[src/rtl/cpu_phase_ctrl_if.sv]
// Handshake bundle between the phase sequencer and the register datapath.
// master drives enable/opcode/zero, slave (the sequencer) returns strobes.
interface cpu_phase_ctrl_if #(
    parameter int OPW = 3,
    parameter int PHW = 3
);
    logic           en;
    logic [OPW-1:0] opcode;
    logic           zero;
    logic           sel;
    logic           rd;
    logic           ld_ir;
    logic           inc_pc;
    logic           ld_pc;
    logic           ld_ac;
    logic           wr;
    logic           data_e;
    logic           halt;
    logic [PHW-1:0] phase;

    modport master (
        output en, opcode, zero,
        input  sel, rd, ld_ir, inc_pc, ld_pc, ld_ac, wr, data_e, halt, phase
    );

    modport slave (
        input  en, opcode, zero,
        output sel, rd, ld_ir, inc_pc, ld_pc, ld_ac, wr, data_e, halt, phase
    );
endinterface

[src/rtl/cpu_phase_ctrl.sv]
// Eight-phase sequencer for the teaching CPU: steps a phase counter and decodes
// phase/opcode/zero into datapath strobes; HLT freezes the sequence until reset.
module cpu_phase_ctrl #(
    parameter int OPW = 3,
    parameter int PHW = 3
) (
    input  logic             clk,
    input  logic             rst,
    cpu_phase_ctrl_if.slave  bus
);
    // phase | meaning
    // 0 inst_addr | 1 inst_fetch | 2 inst_load | 3 idle
    // 4 op_addr   | 5 op_fetch   | 6 alu_op    | 7 store
    logic [PHW-1:0] phase_q;
    logic           halted_q;
    logic           is_hlt, is_skz, is_jmp, is_sto, is_aluop;

    always_comb begin
        is_hlt   = 1'b0;
        is_skz   = 1'b0;
        is_jmp   = 1'b0;
        is_sto   = 1'b0;
        is_aluop = 1'b0;
        // unknown opcodes fall through to default so nothing is decoded
        case (bus.opcode)
            OPW'(0): is_hlt   = 1'b1;
            OPW'(1): is_skz   = 1'b1;
            OPW'(2),
            OPW'(3),
            OPW'(4),
            OPW'(5): is_aluop = 1'b1;
            OPW'(6): is_sto   = 1'b1;
            OPW'(7): is_jmp   = 1'b1;
            default: ;
        endcase
    end

    always_ff @(posedge clk) begin
        if (rst) begin
            phase_q  <= '0;
            halted_q <= 1'b0;
        end else if (!halted_q && bus.en) begin
            if (phase_q == PHW'(4) && is_hlt)
                halted_q <= 1'b1;
            else
                phase_q <= phase_q + 1'b1;
        end
    end

    always_comb begin
        bus.sel    = 1'b0;
        bus.rd     = 1'b0;
        bus.ld_ir  = 1'b0;
        bus.inc_pc = 1'b0;
        bus.ld_pc  = 1'b0;
        bus.ld_ac  = 1'b0;
        bus.wr     = 1'b0;
        bus.data_e = 1'b0;
        bus.halt   = halted_q;
        if (!halted_q) begin
            case (phase_q)
                3'd0: bus.sel = 1'b1;
                3'd1: begin
                    bus.sel = 1'b1;
                    bus.rd  = 1'b1;
                end
                3'd2, 3'd3: begin
                    bus.sel   = 1'b1;
                    bus.rd    = 1'b1;
                    bus.ld_ir = 1'b1;
                end
                3'd4: begin
                    bus.inc_pc = 1'b1;
                    bus.halt   = is_hlt;
                end
                3'd5: bus.rd = is_aluop;
                3'd6: begin
                    bus.rd     = is_aluop;
                    bus.inc_pc = is_skz && bus.zero;
                    bus.ld_pc  = is_jmp;
                    bus.data_e = is_sto;
                end
                3'd7: begin
                    bus.rd     = is_aluop;
                    bus.inc_pc = is_jmp;
                    bus.ld_pc  = is_jmp;
                    bus.ld_ac  = is_aluop;
                    bus.wr     = is_sto;
                    bus.data_e = is_sto;
                end
                default: ;
            endcase
        end
        // during a stall only the state-changing strobes drop; the bus stays put
        if (!bus.en) begin
            bus.ld_ir  = 1'b0;
            bus.inc_pc = 1'b0;
            bus.ld_pc  = 1'b0;
            bus.ld_ac  = 1'b0;
            bus.wr     = 1'b0;
        end
    end

    assign bus.phase = phase_q;
endmodule

[src/flat_wrapper.sv]
// flat-port wrapper written by rule: the top's interface ports become plain ports
module cpu_phase_ctrl_flat 
#(
    parameter int OPW = 3,
    parameter int PHW = 3
)
  (clk, rst, bus_en, bus_opcode, bus_zero, bus_sel, bus_rd, bus_ld_ir, bus_inc_pc, bus_ld_pc, bus_ld_ac, bus_wr, bus_data_e, bus_halt, bus_phase);
  cpu_phase_ctrl_if #(.OPW(OPW), .PHW(PHW)) bus_i ();
  input  logic clk;
  input  logic rst;
  input wire logic [$bits(bus_i.en)-1:0] bus_en;
  input wire logic [$bits(bus_i.opcode)-1:0] bus_opcode;
  input wire logic [$bits(bus_i.zero)-1:0] bus_zero;
  output wire logic [$bits(bus_i.sel)-1:0] bus_sel;
  output wire logic [$bits(bus_i.rd)-1:0] bus_rd;
  output wire logic [$bits(bus_i.ld_ir)-1:0] bus_ld_ir;
  output wire logic [$bits(bus_i.inc_pc)-1:0] bus_inc_pc;
  output wire logic [$bits(bus_i.ld_pc)-1:0] bus_ld_pc;
  output wire logic [$bits(bus_i.ld_ac)-1:0] bus_ld_ac;
  output wire logic [$bits(bus_i.wr)-1:0] bus_wr;
  output wire logic [$bits(bus_i.data_e)-1:0] bus_data_e;
  output wire logic [$bits(bus_i.halt)-1:0] bus_halt;
  output wire logic [$bits(bus_i.phase)-1:0] bus_phase;
  assign bus_i.en = bus_en;
  assign bus_i.opcode = bus_opcode;
  assign bus_i.zero = bus_zero;
  assign bus_sel = bus_i.sel;
  assign bus_rd = bus_i.rd;
  assign bus_ld_ir = bus_i.ld_ir;
  assign bus_inc_pc = bus_i.inc_pc;
  assign bus_ld_pc = bus_i.ld_pc;
  assign bus_ld_ac = bus_i.ld_ac;
  assign bus_wr = bus_i.wr;
  assign bus_data_e = bus_i.data_e;
  assign bus_halt = bus_i.halt;
  assign bus_phase = bus_i.phase;
  cpu_phase_ctrl #(.OPW(OPW), .PHW(PHW)) u_core (.clk(clk), .rst(rst), .bus(bus_i));
endmodule
[config.mk]
export PLATFORM = sky130hd
export DESIGN_NAME = cpu_phase_ctrl_flat
export DESIGN_NICKNAME = d
export VERILOG_FILES = /design/src/rtl/cpu_phase_ctrl_if.sv /design/src/rtl/cpu_phase_ctrl.sv /design/src/flat_wrapper.sv
export SDC_FILE = /design/constraint.sdc
export NUM_CORES = 1
export LEC_CHECK = 0
export CAP_MARGIN = 5
export CORE_UTILIZATION = 29
export DETAILED_ROUTE_END_ITERATION = 8
export DONT_BUFFER_PORTS = 1
export PLACE_DENSITY = 0.54
export SLEW_MARGIN = 20
export SYNTH_ARGS = -nofsm -noshare
export SYNTH_HDL_FRONTEND = slang
export SYNTH_SLANG_ARGS = --single-unit
[constraint.sdc]
create_clock -name clk -period 1.8 [get_ports clk]
set_clock_uncertainty 0.15 [all_clocks]
set_input_delay 0.54 -clock clk [delete_from_list [all_inputs] [get_ports clk]]
set_output_delay 0.54 -clock clk [all_outputs]
set_load 0.02 [all_outputs]
==> results of run 1 <==
==> metrics by stage <==
| stage | utilization [%] | setup WS (ns) |
|---|---|---|
| 2_1_floorplan | - | -0.0195 |
| 6_report | 57.1 | -0.219 |
| 3_5_place_dp | 46.0 | 0.000408 |
| 4_1_cts | 55.3 | -0.247 |
| 3_3_place_gp | 46.0 | -0.00138 |
| 5_1_grt | 57.1 | -0.258 |
==> final timing paths <==
path | startpoint | endpoint | slack [ns] | cells after the start
setup / recovery | u_core.bus.phase[1] | bus_rd | -0.22 | 4
hold / removal | rst | u_core.halted_q | 0.21 | 1
setup reg to reg | u_core.bus.phase[1] | u_core.bus.phase[0] | -0.13 | 7
hold reg to reg | u_core.bus.phase[1] | u_core.bus.phase[1] | 0.50 | 2
==> critical path: stages, from the launching register on <==
cell,delay (ns)
dfxtp_4,0.37
ha_4,0.17
ha_4,0.17
o31ai_4,0.28
a21oi_4,0.11
==> cell type report <==
cell class | instances | area share (%)
Inverter | 3 | 2.16
Sequential cell | 4 | 12.3
Multi-Input combinational cell | 44 | 63.6
Timing Repair Buffer | 15 | 16.5
Clock buffer | 3 | 3.00
Tap cell | 15 | 2.50
==> registers in the layout (all words and copies together) (netlist names) <==
name              cells
u_core.bus.phase      3
u_core.halted_q       1
==> cells by family after synthesis <==
group / synth area share (%)
buffers and inverters: 5.44
adder cells (fa/ha/maj): 15.1
multiplexers: 2.42
XOR/XNOR: 2.12
AO/OA/AOI/OAI: 20.5
AND/OR/NAND/NOR: 35.1
flip-flops: 19.3
==> layer usage <==
layer / global-route usage (%) / wire, µm / vias to the layer above
met1: 25.0 / 623 / 233
met3: 6.25 / 78 / 0
li1: - / - / 237
met5: 0 / 0 / -
met4: 2.59 / 0 / 0
met2: 33.2 / 676 / 19
==> cells in the final DEF, fill, tap and decap left out, types with 2 or more instances in the layout <==
cell	instances
clkbuf_4	3
nand2_2	2
buf_4	12
buf_6	3
ha_4	4
o21ai_0	2
inv_4	2
a21oi_4	2
dfxtp_4	3
nor2_1	2
nor4_1	2
==> power by group through the flow <==
stage | combinational [W] | sequential (W) | clock, W
floorplan | 0.000129 | 0.000150 | 0
global placement | 0.000219 | 0.000131 | 0
detailed placement | 0.000222 | 0.000131 | 0
CTS | 0.000270 | 0.000136 | 0.000117
global route | 0.000303 | 0.000137 | 0.000119
finish | 0.000282 | 0.000134 | 0.000111
==> repair_timing <==
item / in CTS / in global routing
endpoints found under the setup margin: 8 / 12
resized for setup: 18 / 7
setup buffers: 2 / 0
hold buffers: 0 / 0
pin swaps: 5 / 7
==> metrics.txt, run 1 <==
power per cell area roughly 700 mW/mm²; DRC violation count after routing 0; width of the die 39.8 µm; DRT Pass-1 Iters 4; top cell type by total area after synthesis dfxtp_1; maximum clock insertion buffer count 2; Max H-tree Level 1; GRT overflow 0; number of unique standard cell types used by synthesis 30; placed instance area a little over 600 µm²; Total GRT Usage 19.8%; number of clock buffers inserted by TritonCTS 3; input/output buffers 0; Die Span Y slightly below 40 µm; Reg clk slew, reported paths roughly 0.040 ns; number of cell rows 13; Int Power approximately 0.00031 W; cell types with the largest area share after synthesis dfxtp_1 19%, ha_1 15%, a21oi_1 4.8%; overall die area between 0.0015 and 0.002 mm²; worst vdd rail ir drop around 0.45 mV; Design Area, Final between 700 and 800 µm²; via count of the first global-routing pass 460; Total Power between 0.0005 and 0.0006 W; required time worst endpoint approximately 1.1 ns; synthesized net count between 60 and 70; Worst Path Arrival 1.33 ns; detailed placer's ending HPWL roughly 970 µm; hold violation count in the final report 0; net switching fraction of the power between 40% and 50%; Post-Layout Cell Count 84; largest net degree at the start of global routing 9; path type of the worst setup path reg -> out; fraction of power consumed by the clock network between 20% and 30%; initial antenna violation count 0; Multi-input gate area between 400 and 500 µm²; highest clock rate between 400 and 500 MHz; initial standard-cell utilization of the core about a third; share of layout cells above drive strength 1 slightly below 70%; final critical-path required period around 2.0 ns; slew at the pin closest to its max-slew limit between 0.3 and 0.4 ns; average footprint of a synthesized cell about 8 µm²; buffer cell driving the clock tree root clkbuf_4; most used flip-flop cell after synthesis dfxtp_1; violated checks negative setup slack; total of endpoints with negative setup slack in the final report 7; portion of synthesized cell area occupied by the leading cell type 19.3%; leading post-synthesis cells by instance count 5 x ha_1, 4 x a21oi_1, 4 x dfxtp_1, 4 x nor2_1; total number of clock tree sinks 4; CORE AREA 0.00132 mm²; latest clock arrival within the worst-skew pair around 0.24 ns; area overhead of the layout relative to synthesis 81.6%; unrepaired setup endpoints after global routing true; CP Capture Type primary output; Slew HR approximately three quarters; classification of the worst-slack hold path in -> reg; worst-case hold slack 0.215 ns; leakage power total 0.279 nW; detailed-route vias per instance 5.82; most frequent cell after synthesis ha_1; Worst Slack Setup Final -0.219 ns; Ys Warns 0; count of state elements after synthesis 4; relative contribution of combinational cells to total power between 50% and 60%; run status finished with violations; Ant. Diodes 0; clock tree from TritonCTS built; Routed WL per cell roughly 16 µm; Post-synth ARST share 0%; number of ports placed on the die boundary 19; routability-driven placement congestion ratio roughly 0.76; switching power of the nets around 0.00021 W; Period Utilization, post-route 112%; register area about 90 µm²; number of nets in the finished design between 80 and 90; final count of pins violating max slew 0; DP Cell Count slightly below 80; detailed router's first-iteration violation count 6; maximum fanout along the worst path 4; gate count of the mapped netlist 52; total number of vias about 490; number of routed nets with antenna violations 0; power share of the sequential group 25.4%; max-capacitance violation count 0; number of flops mapped to enable cells by yosys 0; Post-Route Setup TNS -0.978 ns; Fillers 120; first-pass GRT wire length around 2.1 mm; sequential cell area fraction in the yosys report ~19%; total length of routed wires 1.38 mm; Setup crit start kind flip-flop; post-synth design cell area just over 400 µm²
(Power assumes the default switching activity.)
==> run 2: changes to the inputs <==
--- a/config.mk
+++ b/config.mk
@@ -5,6 +5,7 @@
 export SDC_FILE = /design/constraint.sdc
 export NUM_CORES = 1
 export LEC_CHECK = 0
+export ABC_AREA = 1
 export CAP_MARGIN = 5
 export CORE_UTILIZATION = 29
 export DETAILED_ROUTE_END_ITERATION = 8
==> metrics.txt, run 2 <==
Post-Route Setup TNS -0.629 ns (+0.349 ns); input/output buffers 0 (unchanged); hold violation count in the final report 0 (unchanged); combined buffer and inverter count along the critical path 0 (unchanged); commonest non-fill, non-tap cells in the layout 14 x buf_4, 7 x nand2_1, 6 x inv_2; most used cell, CP ha_4; gate count of the mapped netlist 64 (+23%); overall die area 0.00151 mm² (-4.6%); Post-Layout Cell Count 96 (+14%); CORE AREA 0.00119 mm² (-10%); portion of synthesized cell area occupied by the leading cell type 20.3% (+0.98 points); run status finished with violations; via count of the first global-routing pass 419 (-8.9%); number of nets in the finished design 95 (+14%); path type of the worst setup path reg -> out; total number of vias 461 (-5.7%); highest clock rate 504 MHz (+1.8%); classification of the worst-slack hold path in -> reg; Total Power 0.000359 W (-32%); Fillers 117 (-2.5%); leading post-synthesis cells by instance count 13 x nand2_1, 10 x inv_1, 6 x nand3_1; number of flip-flops in the largest register 3 (unchanged); worst stage delay on the critical path 0.38 ns (about the same); count of state elements after synthesis 4 (unchanged); number of clock buffers inserted by TritonCTS 3 (unchanged); Period Utilization, post-route 110% (-2.0 points); Routed WL per cell 12.1 µm (-26%); global-route track usage on met3 6.94% (+0.69 points); maximum clock insertion buffer count 2 (unchanged); Worst Slack Setup Final -0.182 ns (+0.0362 ns); total number of clock tree sinks 4 (unchanged); GR Layer Usage met2 30.4% (-2.8 points); Reg clk slew, reported paths 0.04 ns (about the same); Ant. Diodes 0 (unchanged); latest clock arrival within the worst-skew pair 0.24 ns (about the same); top cell type by total area after synthesis dfxtp_1; routability-driven placement congestion ratio 0.746 (-1.3%); slew at the pin closest to its max-slew limit 0.373 ns (-0.000705 ns); detailed placer's ending HPWL 846 µm (-13%); initial standard-cell utilization of the core 33.2% (+1.8 points); Hold Buf Count CTS 0 (unchanged); Worst Path Arrival 1.29 ns (-0.04 ns); final count of pins violating max slew 0 (unchanged); detailed router's first-iteration violation count 2 (-4); number of unique standard cell types used by synthesis 17 (-43%); max-capacitance violation count 0 (unchanged); synthesized net count 76 (+19%); number of flops mapped to enable cells by yosys 0 (unchanged); most used flip-flop cell after synthesis dfxtp_1; buffer cell driving the clock tree root clkbuf_4; Design Area, Final 693 µm² (-7.8%); Max H-tree Level 1 (unchanged); CP max-delay cell dfxtp_4; Setup crit start kind flip-flop; total length of routed wires 1.16 mm (-16%); number of cell rows 12 (-1); clock tree from TritonCTS built; cell types with the largest area share after synthesis dfxtp_1 20%, ha_1 16%, nand2_1 12%; post-synth design cell area 394 µm² (-4.8%); unrepaired setup endpoints after global routing true; area overhead of the layout relative to synthesis 75.9%; width of the die 38.9 µm (-2.3%); Slew HR 75.1% (+0.29 points); required time worst endpoint 1.11 ns (about the same); first-pass GRT wire length 1.65 mm (-21%); number of routed nets with antenna violations 0 (unchanged); average footprint of a synthesized cell 6.16 µm² (-23%); placed instance area 574 µm² (-5.2%); detailed-route vias per instance 4.80 (-18%); number of ports placed on the die boundary 19 (unchanged); violated checks negative setup slack; initial antenna violation count 0 (unchanged); GR Util met1 17.2% (-7.8 points); Post-synth ARST share 0% (unchanged); Total GRT Usage 16.4% (-3.4 points); sequence of cells on the critical path ha_4 -> ha_4 -> nand4_1 -> nand3_2 -> nand2_2 -> nor2_4; share of layout cells above drive strength 1 62.2% (-5.9 points); GRT overflow 0 (unchanged); Ys Warns 0 (unchanged); final critical-path required period 1.98 ns (-0.0362 ns); CP Capture Type primary output; largest net degree at the start of global routing 7 (-2); Die Span Y 38.9 µm (-2.3%); leakage power total 0.328 nW (+18%); DP Cell Count 92 (+16%); setup slack at placement -0.0528 ns (-0.0532 ns); total of endpoints with negative setup slack in the final report 6 (-1); worst vdd rail ir drop 0.479 mV (+6.7%); most frequent cell after synthesis nand2_1; most congested layer reported by global routing met2; power per cell area 519 mW/mm² (-26%); sequential cell area fraction in the yosys report 20.3% (+0.98 points); most common cell after layout, fill and taps aside buf_4; DRC violation count after routing 0 (unchanged); DRT Pass-1 Iters 4 (unchanged); cell family with most CP delay simple AND/OR/NAND/NOR gates; maximum fanout along the worst path 4 (unchanged)
## run 2: cell count changes after synthesis, sizes merged, moves of 2 or more
cell | before | now
nand2 | 3 | 15
inv | 3 | 12
nand3 | 0 | 6
nor2 | 4 | 7
and4 | 2 | 0
nor4 | 3 | 1
## run 2: power breakdown
part	internal [W]	switching, W
registers	0.0000956	0.0000103
clock network	0.0000837	0.0000442
logic	0.0000498	0.0000759
total	0.000229	0.000130
## run 2: worst min-delay path, cell delays in order
cell and delay [ns]:
a21oi_1 0.02, o21ai_1 0.06, inv_1 0.04
## run 2: cell type report
cell class	instances	area, µm²	area share [%]
Timing Repair Buffer	14	105	15.2
Multi-Input combinational cell	48	408	58.8
Clock buffer	4	26.3	3.79
Tap cell	14	17.5	2.53
Inverter	12	47.5	6.86
Sequential cell	4	88.8	12.8
## run 2: metal layers
layer / part of all wire (%) / routed length (µm)
met1: 43 / 498
met2: 52 / 606
met4: 0 / 0
met5: 0 / 0
met3: 4.8 / 56
## run 2: final timing paths
check,startpoint,end,slack [ns],depth (start not counted)
max,u_core.bus.phase[1],bus_inc_pc,-0.18,6
min,rst,u_core.bus.phase[2],0.32,3
max reg2reg,u_core.bus.phase[0],u_core.bus.phase[2],0.34,9
min reg2reg,u_core.halted_q,u_core.halted_q,0.38,2
## run 2: metrics by stage
step	util (%)	hold slack, ns
2_1_floorplan	-	0.393
3_3_place_gp	48.4	0.315
3_5_place_dp	48.4	0.314
4_1_cts	56.3	0.319
5_1_grt	58.4	0.354
6_report	58.4	0.320
## run 2: timing repair
action,4_1_cts,5_1_grt
pin swaps,8,6
resized for setup,20,6
buffers inserted,1,0
setup endpoints to repair,8,8
hold endpoints to repair,0,0
## run 2: cells by family (layout without fill, tap and decap cells)
logic type      after synthesis  count (layout)  share of synthesized area [%]
buf+inv                      12              30                           11.4
compound gates                8               8                           10.2
flops                         4               4                           20.3
simple gates                 35              35                           42.2
fa+ha+maj                     5               5                           15.9
==> run 3: changes to the inputs <==
--- a/config.mk
+++ b/config.mk
@@ -11,6 +11,7 @@
 export DETAILED_ROUTE_END_ITERATION = 8
 export DONT_BUFFER_PORTS = 1
 export PLACE_DENSITY = 0.54
+export SETUP_SLACK_MARGIN = 0.05
 export SLEW_MARGIN = 20
 export SYNTH_ARGS = -nofsm -noshare
 export SYNTH_HDL_FRONTEND = slang
==> metrics.txt, run 3 (synthesis gave the netlist of run 2 again) <==
number of cell rows 12 (unchanged); number of flip-flops in the largest register 3 (unchanged); DRC violation count after routing 0 (unchanged); detailed-route vias per instance 4.79 (-0.31%); Reg clk slew, reported paths 0.03 ns (about the same); share of layout cells above drive strength 1 57.5% (-4.7 points); clock tree from TritonCTS built; detailed placer's ending HPWL 840 µm (-0.71%); Period Utilization, post-route 111% (+0.53 points); run status finished with violations; via count of the first global-routing pass 405 (-3.3%); Routed WL per cell 10.8 µm (-10%); CP Capture Type primary output; first-pass GRT wire length 1.70 mm (+2.9%); Fillers 113 (-3.4%); commonest non-fill, non-tap cells in the layout 13 x buf_4, 8 x nand2_1, 7 x inv_1; launch point of the worst hold path rst; unrepaired setup endpoints after global routing true; end of the worst register-to-register path u_core.bus.phase[1]; input/output buffers 0 (unchanged); number of clock buffers inserted by TritonCTS 3 (unchanged); largest net degree at the start of global routing 7 (unchanged); classification of the worst-slack hold path in -> reg; overall die area 0.00151 mm² (unchanged); latest clock arrival within the worst-skew pair 0.23 ns (about the same); hold violation count in the final report 0 (unchanged); most common cell after layout, fill and taps aside buf_4; buffer cell driving the clock tree root clkbuf_4; initial standard-cell utilization of the core 33.2% (unchanged); Critical Path Start u_core.bus.phase[1]; worst vdd rail ir drop 0.401 mV (-16%); violated checks negative setup slack; Ant. Diodes 0 (unchanged); Setup crit start kind flip-flop; maximum clock insertion buffer count 2 (unchanged); final critical-path required period 1.99 ns (+0.00954 ns); FF-to-FF path depth 8 (-1); max-capacitance violation count 0 (unchanged); maximum fanout along the worst path 6 (+2); launching point of the worst reg2reg path u_core.bus.phase[1]; total length of routed wires 1.02 mm (-12%); number of routed nets with antenna violations 0 (unchanged); setup slack at placement -0.00878 ns (+0.0441 ns); routability-driven placement congestion ratio 0.717 (-3.9%); slew at the pin closest to its max-slew limit 0.271 ns (-0.102 ns); capture point of the critical path bus_inc_pc; detailed router's first-iteration violation count 6 (+4); required time worst endpoint 1.11 ns (about the same); Total GRT Usage 17.1% (+0.67 points); Reg2Reg Setup Slack 0.32 ns (-0.02 ns); Slew HR 81.9% (+6.8 points); width of the die 38.9 µm (unchanged); initial antenna violation count 0 (unchanged); Max H-tree Level 1 (unchanged); area overhead of the layout relative to synthesis 71.4%; total of endpoints with negative setup slack in the final report 6 (unchanged); DRT Pass-1 Iters 4 (unchanged); Worst Path Arrival 1.30 ns (about the same); number of ports placed on the die boundary 19 (unchanged); number of nets in the finished design 94 (-1.1%); GRT overflow 0 (unchanged); CORE AREA 0.00119 mm² (unchanged); leakage power total 0.312 nW (-4.9%); total number of clock tree sinks 4 (unchanged); highest clock rate 502 MHz (-0.48%); Hold Buf Count CTS 0 (unchanged); total number of vias 450 (-2.4%); Post-Route Setup TNS -0.636 ns (-0.00736 ns); path type of the worst setup path reg -> out; final count of pins violating max slew 0 (unchanged); power per cell area 493 mW/mm² (-4.9%); Die Span Y 38.9 µm (unchanged); Worst Slack Setup Final -0.192 ns (-0.00954 ns)
run 3: how the worst min path moves through the flow:
stage / slack (ns) / cells past startpoint / end
3_5_place_dp: 0.32 / 2 / u_core.halted_q
5_1_grt: 0.35 / 3 / u_core.bus.phase[0]
4_1_cts: 0.32 / 3 / u_core.bus.phase[2]
6_report: 0.32 / 3 / u_core.bus.phase[2]
3_3_place_gp: 0.31 / 2 / u_core.halted_q
2_1_floorplan: 0.41 / 2 / u_core.bus.phase[1]
run 3: area by class of cell:
type	count	area (µm²)	area share, %
clock buffer	3	22.5	3.33
inverter	12	50.0	7.41
tap	14	17.5	2.59
sequential	4	88.8	13.1
multi-input combinational	48	399	59.1
timing repair buffer	13	97.6	14.4
run 3: metal layers:
metal / up-vias / part of all wire (%) / track usage [%]
li1: 243 / - / -
met3: 4 / 3.8 / 3.47
met2: 10 / 52 / 27.1
met4: 0 / 2.0 / 12.9
met1: 193 / 42 / 19.9
met5: - / 0 / 0
run 3: critical path, stage by stage, from the launching register on:
cell and delay [ns]:
dfxtp_4 0.38, ha_4 0.14, ha_4 0.14, nand4_1 0.09
nand3_2 0.09, nand2_2 0.06, nor2_4 0.16
run 3: repair_timing:
| item | 4_1_cts | 5_1_grt |
|---|---|---|
| pin swaps | 6 | 3 |
| setup buffers | 1 | 0 |
| endpoints found under the setup margin | 9 | 8 |
| resized for setup | 12 | 5 |
| gates cloned | 0 | 0 |
run 3: power breakdown:
part	leakage [nW]	switching [W]	internal (W)	total, W
Clock	0.0138	0.0000335	0.0000744	0.000108
Sequential	0.0345	0.0000121	0.0000958	0.000108
Combinational	0.264	0.0000686	0.0000488	0.000117
Total	0.312	0.000114	0.000219	0.000333
run 3: metrics by stage:
stage	util (%)	instances	total power, W	hold slack, ns	cell area [µm²]
final	57.0	94	0.000333	0.318	676
after global routing	57.0	94	0.000357	0.348	676
after CTS	55.3	94	0.000337	0.316	656
after detailed placement	50.0	90	0.000216	0.324	593
after global placement	50.0	90	0.000215	0.314	593
after floorplan	-	64	0.000184	0.409	485
